<file path="src/rtl/lvds_serial_tx_pkg.sv">
// lvds_serial_tx_pkg: shared LVDS link constants and FSM state encodings (also reused by the receiver).
package lvds_serial_tx_pkg;
    localparam int LVDS_CH_NUM = 1;
    localparam logic LVDS_IDLE_LVL = 1'b1;
    localparam logic LVDS_START_LVL = 1'b0;
    typedef enum logic [2:0] {
        ST_IDLE   = 3'd0,
        ST_START  = 3'd1,
        ST_DATA   = 3'd2,
        ST_PARITY = 3'd3,
        ST_STOP   = 3'd4
    } lvds_state_e;
endpackage

</file>
<file path="src/rtl/lvds_serial_tx_if.sv">
// lvds_serial_tx_if: upstream-to-transmitter bundle; data_in/tx_ena request, tx line, tx_busy, tx_done.
interface lvds_serial_tx_if #(parameter int W = 8);
    logic [W-1:0] data_in;
    logic         tx_ena;
    logic         tx;
    logic         tx_busy;
    logic         tx_done;
    modport master (output data_in, tx_ena, input tx, tx_busy, tx_done);
    modport slave  (input data_in, tx_ena, output tx, tx_busy, tx_done);
endinterface

</file>
<file path="src/rtl/lvds_bit_timer.sv">
// lvds_bit_timer: holds each line bit CLKS_PER_BIT cycles; ports clk, rst, run in, bit_end out on last count.
module lvds_bit_timer #(
    parameter int CLKS_PER_BIT = 1
) (
    input  logic clk,
    input  logic rst,
    input  logic run,
    output logic bit_end
);
    localparam int CW = CLKS_PER_BIT > 1 ? $clog2(CLKS_PER_BIT) : 1;
    logic [CW-1:0] cnt;
    // with CLKS_PER_BIT=1 cnt never leaves 0, so bit_end simply follows run
    assign bit_end = run && (cnt == CW'(CLKS_PER_BIT - 1));
    always_ff @(posedge clk)
        cnt <= (rst || !run || bit_end) ? '0 : cnt + 1'b1;
endmodule

</file>
<file path="src/rtl/lvds_serial_tx.sv">
// lvds_serial_tx: async frame transmitter (start, W payload bits LSB first, [parity], stop bits; idles high).
//   Ports: clk, rst (sync, active high), bus (slave modport: data_in, tx_ena in; tx, tx_busy, tx_done out).
//   Define LVDS_TX_PARITY_EN to add one parity bit after the payload (PARITY_ODD selects odd sense).
module lvds_serial_tx
    import lvds_serial_tx_pkg::*;
#(
    parameter int CH_NUM       = LVDS_CH_NUM,
    parameter int DATA_W       = 8,
    parameter int CLKS_PER_BIT = 1,
    parameter int STOP_BITS    = 1,
    parameter int PARITY_ODD   = 0
) (
    input logic clk,
    input logic rst,
    lvds_serial_tx_if.slave bus
);
    localparam int W  = CH_NUM * DATA_W;
    localparam int BW = $clog2(W + 1);
    lvds_state_e state, state_n;
    logic [W-1:0]  sft, sft_n;
    logic [BW-1:0] bit_cnt, bit_cnt_n;
    logic          stop_cnt, stop_cnt_n;
    logic          tx_q, tx_n;
    logic          done_q, done_n;
    logic          bit_end;
`ifdef LVDS_TX_PARITY_EN
    logic          acc, acc_n;
`endif
    lvds_bit_timer #(.CLKS_PER_BIT(CLKS_PER_BIT)) u_timer (
        .clk     (clk),
        .rst     (rst),
        .run     (state != ST_IDLE),
        .bit_end (bit_end)
    );
    assign bus.tx      = tx_q;
    assign bus.tx_done = done_q;
    // lets upstream drop tx_ena as soon as the accept edge is guaranteed
    assign bus.tx_busy = rst | bus.tx_ena | (state != ST_IDLE);
    always_ff @(posedge clk) begin
        if (rst) begin
            state    <= ST_IDLE;
            sft      <= '0;
            bit_cnt  <= '0;
            stop_cnt <= 1'b0;
            tx_q     <= LVDS_IDLE_LVL;
            done_q   <= 1'b0;
`ifdef LVDS_TX_PARITY_EN
            acc      <= 1'b0;
`endif
        end else begin
            state    <= state_n;
            sft      <= sft_n;
            bit_cnt  <= bit_cnt_n;
            stop_cnt <= stop_cnt_n;
            tx_q     <= tx_n;
            done_q   <= done_n;
`ifdef LVDS_TX_PARITY_EN
            acc      <= acc_n;
`endif
        end
    end
    always_comb begin
        state_n    = state;
        sft_n      = sft;
        bit_cnt_n  = bit_cnt;
        stop_cnt_n = stop_cnt;
        tx_n       = tx_q;
        done_n     = 1'b0;
        case (state)
            ST_IDLE: if (bus.tx_ena) begin
                sft_n   = bus.data_in;
                tx_n    = LVDS_START_LVL;
                state_n = ST_START;
            end
            ST_START: if (bit_end) begin
                tx_n      = sft[0];
                sft_n     = sft >> 1;
                bit_cnt_n = '0;
                state_n   = ST_DATA;
            end
            ST_DATA: if (bit_end) begin
                if (bit_cnt == BW'(W - 1)) begin
                    stop_cnt_n = 1'b0;
`ifdef LVDS_TX_PARITY_EN
                    tx_n    = acc ^ 1'(PARITY_ODD);
                    state_n = ST_PARITY;
`else
                    tx_n    = LVDS_IDLE_LVL;
                    state_n = ST_STOP;
`endif
                end else begin
                    tx_n      = sft[0];
                    sft_n     = sft >> 1;
                    bit_cnt_n = bit_cnt + 1'b1;
                end
            end
`ifdef LVDS_TX_PARITY_EN
            ST_PARITY: if (bit_end) begin
                tx_n    = LVDS_IDLE_LVL;
                state_n = ST_STOP;
            end
`endif
            ST_STOP: if (bit_end) begin
                if (stop_cnt == 1'(STOP_BITS - 1)) begin
                    done_n  = 1'b1;
                    state_n = ST_IDLE;
                end else begin
                    stop_cnt_n = 1'b1;
                end
            end
            default: state_n = ST_IDLE;
        endcase
`ifdef LVDS_TX_PARITY_EN
        // acc folds in each bit as it leaves the shifter; the shifter is all zeros by the last data bit
        acc_n = (state == ST_IDLE) ? 1'b0
              : (bit_end && (state == ST_START || state == ST_DATA)) ? acc ^ sft[0] : acc;
`endif
    end
endmodule
</file>
<file path="src/flat_wrapper.sv">
// flat-port wrapper written by rule: the top's interface ports become plain ports
module lvds_serial_tx_flat import lvds_serial_tx_pkg::*;
#(
    parameter int CH_NUM       = LVDS_CH_NUM,
    parameter int DATA_W       = 8,
    parameter int CLKS_PER_BIT = 1,
    parameter int STOP_BITS    = 1,
    parameter int PARITY_ODD   = 0
)
  (clk, rst, bus_data_in, bus_tx_ena, bus_tx, bus_tx_busy, bus_tx_done);
  lvds_serial_tx_if bus_i ();
  input logic clk;
  input logic rst;
  input wire logic [$bits(bus_i.data_in)-1:0] bus_data_in;
  input wire logic [$bits(bus_i.tx_ena)-1:0] bus_tx_ena;
  output wire logic [$bits(bus_i.tx)-1:0] bus_tx;
  output wire logic [$bits(bus_i.tx_busy)-1:0] bus_tx_busy;
  output wire logic [$bits(bus_i.tx_done)-1:0] bus_tx_done;
  assign bus_i.data_in = bus_data_in;
  assign bus_i.tx_ena = bus_tx_ena;
  assign bus_tx = bus_i.tx;
  assign bus_tx_busy = bus_i.tx_busy;
  assign bus_tx_done = bus_i.tx_done;
  lvds_serial_tx #(.CH_NUM(CH_NUM), .DATA_W(DATA_W), .CLKS_PER_BIT(CLKS_PER_BIT), .STOP_BITS(STOP_BITS), .PARITY_ODD(PARITY_ODD)) u_core (.clk(clk), .rst(rst), .bus(bus_i));
endmodule
</file>
<file path="config.mk">
export PLATFORM = sky130hd
export DESIGN_NAME = lvds_serial_tx_flat
export DESIGN_NICKNAME = d
export VERILOG_FILES = /design/src/rtl/lvds_serial_tx_pkg.sv /design/src/rtl/lvds_serial_tx_if.sv /design/src/rtl/lvds_bit_timer.sv /design/src/rtl/lvds_serial_tx.sv /design/src/flat_wrapper.sv
export SDC_FILE = /design/constraint.sdc
export NUM_CORES = 1
export LEC_CHECK = 0
export BUFFER_PORTS_ARGS = -buffer_cell sky130_fd_sc_hd__buf_2
export CAP_MARGIN = 20
export CORE_UTILIZATION = 35
export DETAILED_ROUTE_END_ITERATION = 6
export GPL_ROUTABILITY_DRIVEN = 0
export PLACE_DENSITY_LB_ADDON = 0.3
export RECOVER_POWER = 50
export SETUP_SLACK_MARGIN = 0.3
export SYNTH_ARGS = -nofsm -noshare
export SYNTH_HDL_FRONTEND = slang
export SYNTH_SLANG_ARGS = --single-unit
</file>
<file path="constraint.sdc">
create_clock -name clk -period 3.5 [get_ports clk]
set_input_delay 0.35 -clock clk [delete_from_list [all_inputs] [get_ports clk]]
set_output_delay 0.35 -clock clk [all_outputs]
set_load 0.005 [all_outputs]
</file>
==> results_dict.tcl, run 1 <==
set metrics [dict create \
    tns_ps 0 \
    final_cells 136 \
    ctsRootBufferMaster "clkbuf_4" \
    synth_flop_cell "dfxtp_1" \
    vias_per_cell 5.346 \
    dpl-instance-area_um2 960.9 \
    yosysUniqueCellTypes 37 \
    critPathKind "reg -> reg" \
    drv_slew 0 \
    insertion_delay_ps 290 \
    routed_wirelength_mm 1.686 \
    ctsResizeCount 0 \
    ff_latch_area_um2 360.3 \
    startpoint "u_core.state[0]$_SDFFE_PP0P_" \
    drt_iter0_drc 7 \
    worstPathArrival_ps 2050 \
    synth_cells 97 \
    path_delay_family "flip-flops" \
    tightest_slew_ps 523.7 \
    worstHoldPathType "in -> reg" \
    placedCellCount 131 \
    cts_tree "yes" \
    pre_cts_slack_ps 1250 \
    vias 727 \
    antenna_cells 0 \
    detail_route.wl_per_cell_um 12.40 \
    ys_async_sr_fraction 0 \
    cts.clk_slew.worst_paths_ps 110 \
    track_usage 0.1450 \
    cp_max_fo 11 \
    nNetsFinal 119 \
    cp_cell_sequence "nor2_1 -> a2111oi_2 -> clkbuf_4 -> or2_1 -> a211oi_1" \
    fillers 263 \
    place.detailed.hpwl_mm 1.166 \
    clock_sinks 18 \
    clk_path_buf_depth 2 \
    crit_required_ps 3680 \
    synthToLayoutAreaGrowth_pct 5.795 \
    slew_headroom 0.6509 \
    fp-row-count 18 \
    grt_first_pass_wirelength_mm 2.946 \
    fmaxAchievable_mhz 534.1 \
    synth-seq-cells 18 \
    drive_gt1_frac 0.1792 \
    grt_setup_unrepaired "no" \
    cp-start-kind "register" \
    drc 0 \
    grt_pass1_vias 692 \
    gr-total-overflow 0 \
    firstDrtPassIters 4 \
    slowest_stage "dfxtp_1" \
    final_area_um2 982.2 \
    portBuffers 13 \
    die_y_um 53.50 \
    die_area_mm2 0.002862 \
    ant_nets 0 \
    grt_max_degree 16 \
    syn_area_um2 928.4 \
    final_hold_viol_count 0 \
    crit_buf_inv 1 \
    maxCapViolations 0 \
    reg2reg_from "u_core.state[0]$_SDFFE_PP0P_" \
    holdBufCountCts 0 \
    timing.final.ws_setup_ps 1628 \
    die_w_um 53.50 \
    worstHoldStart "bus_data_in[7]" \
    initial_utilization 0.3714 \
    outcome "complete, no violations" \
    ctsHtreeMaxLevel 1 \
    yosysWarningCount 0 \
    slowest_delay_ps 610 \
    coreArea_mm2 0.002500 \
    synth_nets 109 \
    vdd_drop_max_mv 0.2001 \
    synth_edf_count 0 \
    ios 14 \
    fin_crit_sh 0.5350 \
    endpoint_kind "register" \
    numCtsBuffers 3 \
    multi_input_area_um2 467.9 \
    post-route-util 0.3929 \
    synth_seq_area_share 0.3881 \
    period_minus_slack_ps 1872 \
    fin_worst_skew_ps 9.064 \
    syn_area_per_cell_um2 9.571 \
    static-leakage-power_nw 0.3884 \
    postCtsSetupBuffers 0 \
    p_per_area_mw_per_mm2 447.4 \
    finalSetupViolCount 0 \
    antenna_found_initial 0 \
]
[cell usage in the layout, fill, tap and decap left out, types with 2 or more instances in the layout]
cell,netlist,final
buf_2,2,10
mux2i_1,8,8
a21oi_1,3,4
nor2_1,6,6
nand2_1,2,2
clkbuf_1,1,3
a211oi_1,8,8
xor2_1,2,2
inv_1,3,3
or3_1,2,2
nor4b_1,1,2
o21ai_0,3,3
clkbuf_4,0,4
dfxtp_1,18,18
nor3_1,10,10
[cell type report]
class | count | area share
clock buffers | 4 | 0.03694
multi-input cells | 67 | 0.4764
repair buffers | 14 | 0.07006
inverters | 3 | 0.01146
flip-flops and latches | 18 | 0.3669
well taps | 30 | 0.03822
[where the power goes]
group	switching (mW)	total, mW	internal [mW]
Sequential	0.0143	0.235	0.221
Combinational	0.0385	0.0758	0.0372
Clock	0.0651	0.128	0.0633
[sequential cells by signal, indices dropped and copies added (netlist names)]
signal and count:
u_core.bit_cnt 4, u_core.sft 8, u_core.bus.tx 1, u_core.u_timer.cnt 1
u_core.bus.tx_done 1, u_core.state 3
[per-stage QoR]
step                      power [mW]  hold slack, ps
after floorplan               0.3044           422.8
after global placement        0.3138           471.4
after detailed placement      0.3161           475.5
after CTS                     0.4478           328.4
after global routing          0.4640           356.8
final                         0.4394           334.9
[per-layer routing]
layer | global-route usage | vias up | share of wire
li1 | - | 367 | -
met1 | 0.1724 | 346 | 0.50
met2 | 0.2313 | 12 | 0.46
met3 | 0.03736 | 2 | 0.034
met4 | 0.08772 | 0 | 0.011
met5 | 0 | - | 0
[worst paths after layout]
path                                    endpoint  slack (ps)  cells after the start
setup / recovery      u_core.sft[2]$_SDFFE_PP0P_        1630                      5
setup reg to reg      u_core.sft[2]$_SDFFE_PP0P_        1630                      5
hold reg to reg   u_core.bit_cnt[3]$_SDFFE_PP0P_         490                      2
hold / removal        u_core.sft[7]$_SDFFE_PP0P_         330                      3
[tightest hold or removal path, stage by stage]
cell and delay [ps]:
buf_2 100, o211ai_1 70, a21oi_1 70
[cells by family (layout without fill, tap and decap cells)]
| group | count (synthesis) | after routing | share of synthesized area |
|---|---|---|---|
| compound gates | 22 | 22 | 0.1712 |
| buf+inv | 12 | 21 | 0.08759 |
| simple gates | 33 | 33 | 0.2305 |
| mux | 8 | 8 | 0.08626 |
| flops | 18 | 18 | 0.3881 |
| other cells | 1 | 1 | 0.004039 |
| fa+ha+maj | 1 | 1 | 0.01347 |
| xor+xnor | 2 | 2 | 0.01887 |
[cells in the mapped netlist, drive strengths merged (2+ instances only)]
cell    number  share of area
dfxtp       18           0.39
nor3        10          0.054
a211oi       8          0.065
buf          8          0.071
mux2i        8          0.086
nor2         6          0.024
a21oi        4          0.026
inv          3          0.012
nor4b        3          0.061
o21ai        3          0.016
nand2        2         0.0081
or2          2          0.013
or3          2          0.013
xor2         2          0.019
Note: power is estimated with default switching activity, not from simulation.
==> inputs of run 2 (changes only) <==
clock period = 1.6 ns   (was 3.5 ns; I/O delays follow)
==> run 2 against run 1 <==
First-iteration DRC count shrank 86%; highest routed layer unchanged; final area grew 29%; worst hold slack lost 180 ps.
==> results_dict.tcl, run 2 (same netlist as run 1, synthesis figures left out) <==
set metrics [dict create \
    die_w_um 53.50 \
    vdd_drop_max_mv 0.3741 \
    cts_tree "yes" \
    worstHoldPathType "in -> reg" \
    gr-total-overflow 0 \
    p_per_area_mw_per_mm2 845.1 \
    synthToLayoutAreaGrowth_pct 36.66 \
    ant_nets 0 \
    mostFrequentLayoutCells "14 x dfxtp_1, 12 x buf_4, 12 x buf_2" \
    tns_ps 0 \
    cts.clk_slew.worst_paths_ps 120 \
    period_minus_slack_ps 1419 \
    regMostFlops "u_core.sft" \
    portBuffers 13 \
    grt_pass1_vias 720 \
    holdBufCountCts 0 \
    cp-start-kind "register" \
    vias 774 \
    fin_worst_skew_ps 7.894 \
    drive_gt1_frac 0.4640 \
    maxCapViolations 0 \
    insertion_delay_ps 300 \
    static-leakage-power_nw 0.5150 \
    antenna_found_initial 0 \
    numCtsBuffers 3 \
    clk_path_buf_depth 2 \
    routed_wirelength_mm 1.889 \
    pre_cts_slack_ps 120.0 \
    initial_utilization 0.3714 \
    final_hold_viol_count 0 \
    worstPathArrival_ps 1640 \
    rrSetupSlack_ps 180 \
    critPathKind "reg -> reg" \
    startpoint "u_core.bit_cnt[1]$_SDFFE_PP0P_" \
    die_area_mm2 0.002862 \
    firstDrtPassIters 2 \
    fmaxAchievable_mhz 704.6 \
    cp_max_fo 6 \
    mostFrequentLayoutCell "dfxtp_1" \
    dpl-instance-area_mm2 0.001099 \
    detail_route.wl_per_cell_um 12.19 \
    r2r_cells 6 \
    fp-row-count 18 \
    endpoint_kind "register" \
    fillers 222 \
    drt_iter0_drc 1 \
    crit_path_end "u_core.sft[0]$_SDFFE_PP0P_" \
    track_usage 0.1503 \
    ios 14 \
    finalSetupViolCount 0 \
    grt_setup_unrepaired "yes" \
    reg_top3 "u_core.sft x8, u_core.bit_cnt x4, u_core.state x3" \
    grt_first_pass_wirelength_mm 3.070 \
    outcome "complete, no violations" \
    largest_reg_flops 8 \
    ctsHtreeMaxLevel 1 \
    vias_per_cell 4.994 \
    final_area_mm2 0.001269 \
    reg2reg_from "u_core.bit_cnt[1]$_SDFFE_PP0P_" \
    fin_crit_sh 0.8871 \
    timing.final.ws_setup_ps 180.7 \
    grt_max_degree 16 \
    drc 0 \
    antenna_cells 0 \
    place.detailed.hpwl_mm 1.244 \
    crit_required_ps 1820 \
    nNetsFinal 138 \
    coreArea_mm2 0.002500 \
    clock_sinks 18 \
    ctsRootBufferMaster "clkbuf_4" \
    drv_slew 0 \
    r2r_end "u_core.sft[0]$_SDFFE_PP0P_" \
    die_y_um 53.50 \
]
==> run 2: cell count changes in the layout (fill, tap and decap cells not counted), sizes merged <==
cell	delta
clkbuf	-2
buf	+21
==> run 2: worst max-delay path, stage by stage, from the launching register on <==
cell and delay (ps):
dfxtp_1 390, ha_4 150, nand3b_1 90, and2_4 170, or2_4 240, buf_6 140
a211oi_2 160
==> run 2: how the worst min path moves through the flow <==
| stage | from | to | slack, ps | cells past startpoint |
|---|---|---|---|---|
| final | bus_data_in[7] | u_core.sft[7]$_SDFFE_PP0P_ | 160 | 3 |
| after global routing | bus_data_in[7] | u_core.sft[7]$_SDFFE_PP0P_ | 150 | 3 |
| after CTS | bus_data_in[7] | u_core.sft[7]$_SDFFE_PP0P_ | 150 | 3 |
| after detailed placement | bus_tx_ena | u_core.state[0]$_SDFFE_PP0P_ | 460 | 3 |
| after global placement | bus_tx_ena | u_core.state[0]$_SDFFE_PP0P_ | 460 | 3 |
| after floorplan | rst | u_core.sft[4]$_SDFFE_PP0P_ | 220 | 1 |
==> run 2: per-stage QoR <==
stage	hold WS, ps	util	power [mW]	std cells
final	156.8	0.5075	1.072	155
after global routing	147.4	0.5075	1.125	155
after CTS	149.6	0.5020	1.072	155
after detailed placement	456.4	0.4394	0.7473	142
after global placement	457.2	0.4394	0.7430	142
after floorplan	224.6	-	0.6972	97
==> run 2: power breakdown <==
part / leakage [nW] / total, mW / switching [mW] / internal [mW]
logic: 0.344 / 0.268 / 0.122 / 0.147
clock network: 0.0210 / 0.295 / 0.156 / 0.139
registers: 0.150 / 0.509 / 0.0259 / 0.483
total: 0.515 / 1.07 / 0.304 / 0.768
==> run 2: area by class of cell <==
| cell class | instances | area, µm² | area share |
|---|---|---|---|
| clock buffer | 4 | 36.28 | 0.02860 |
| multi-input combinational | 67 | 576.8 | 0.4546 |
| tap | 30 | 37.54 | 0.02959 |
| timing repair buffer | 33 | 236.5 | 0.1864 |
| inverter | 3 | 11.26 | 0.008876 |
| sequential | 18 | 370.4 | 0.2919 |
==> run 2: repair_timing <==
action	CTS	global route
pin swaps	5	4
gates cloned	1	0
hold endpoints to repair	0	0
resized for setup	16	7
setup endpoints to repair	13	15
setup buffers	8	0
==> run 2: layer usage <==
layer,GRT usage,up-vias,share of wire
li1,-,404,-
met3,0.03448,2,0.026
met2,0.2542,7,0.48
met4,0.05263,0,0.0079
met1,0.1843,361,0.49
met5,0,-,0
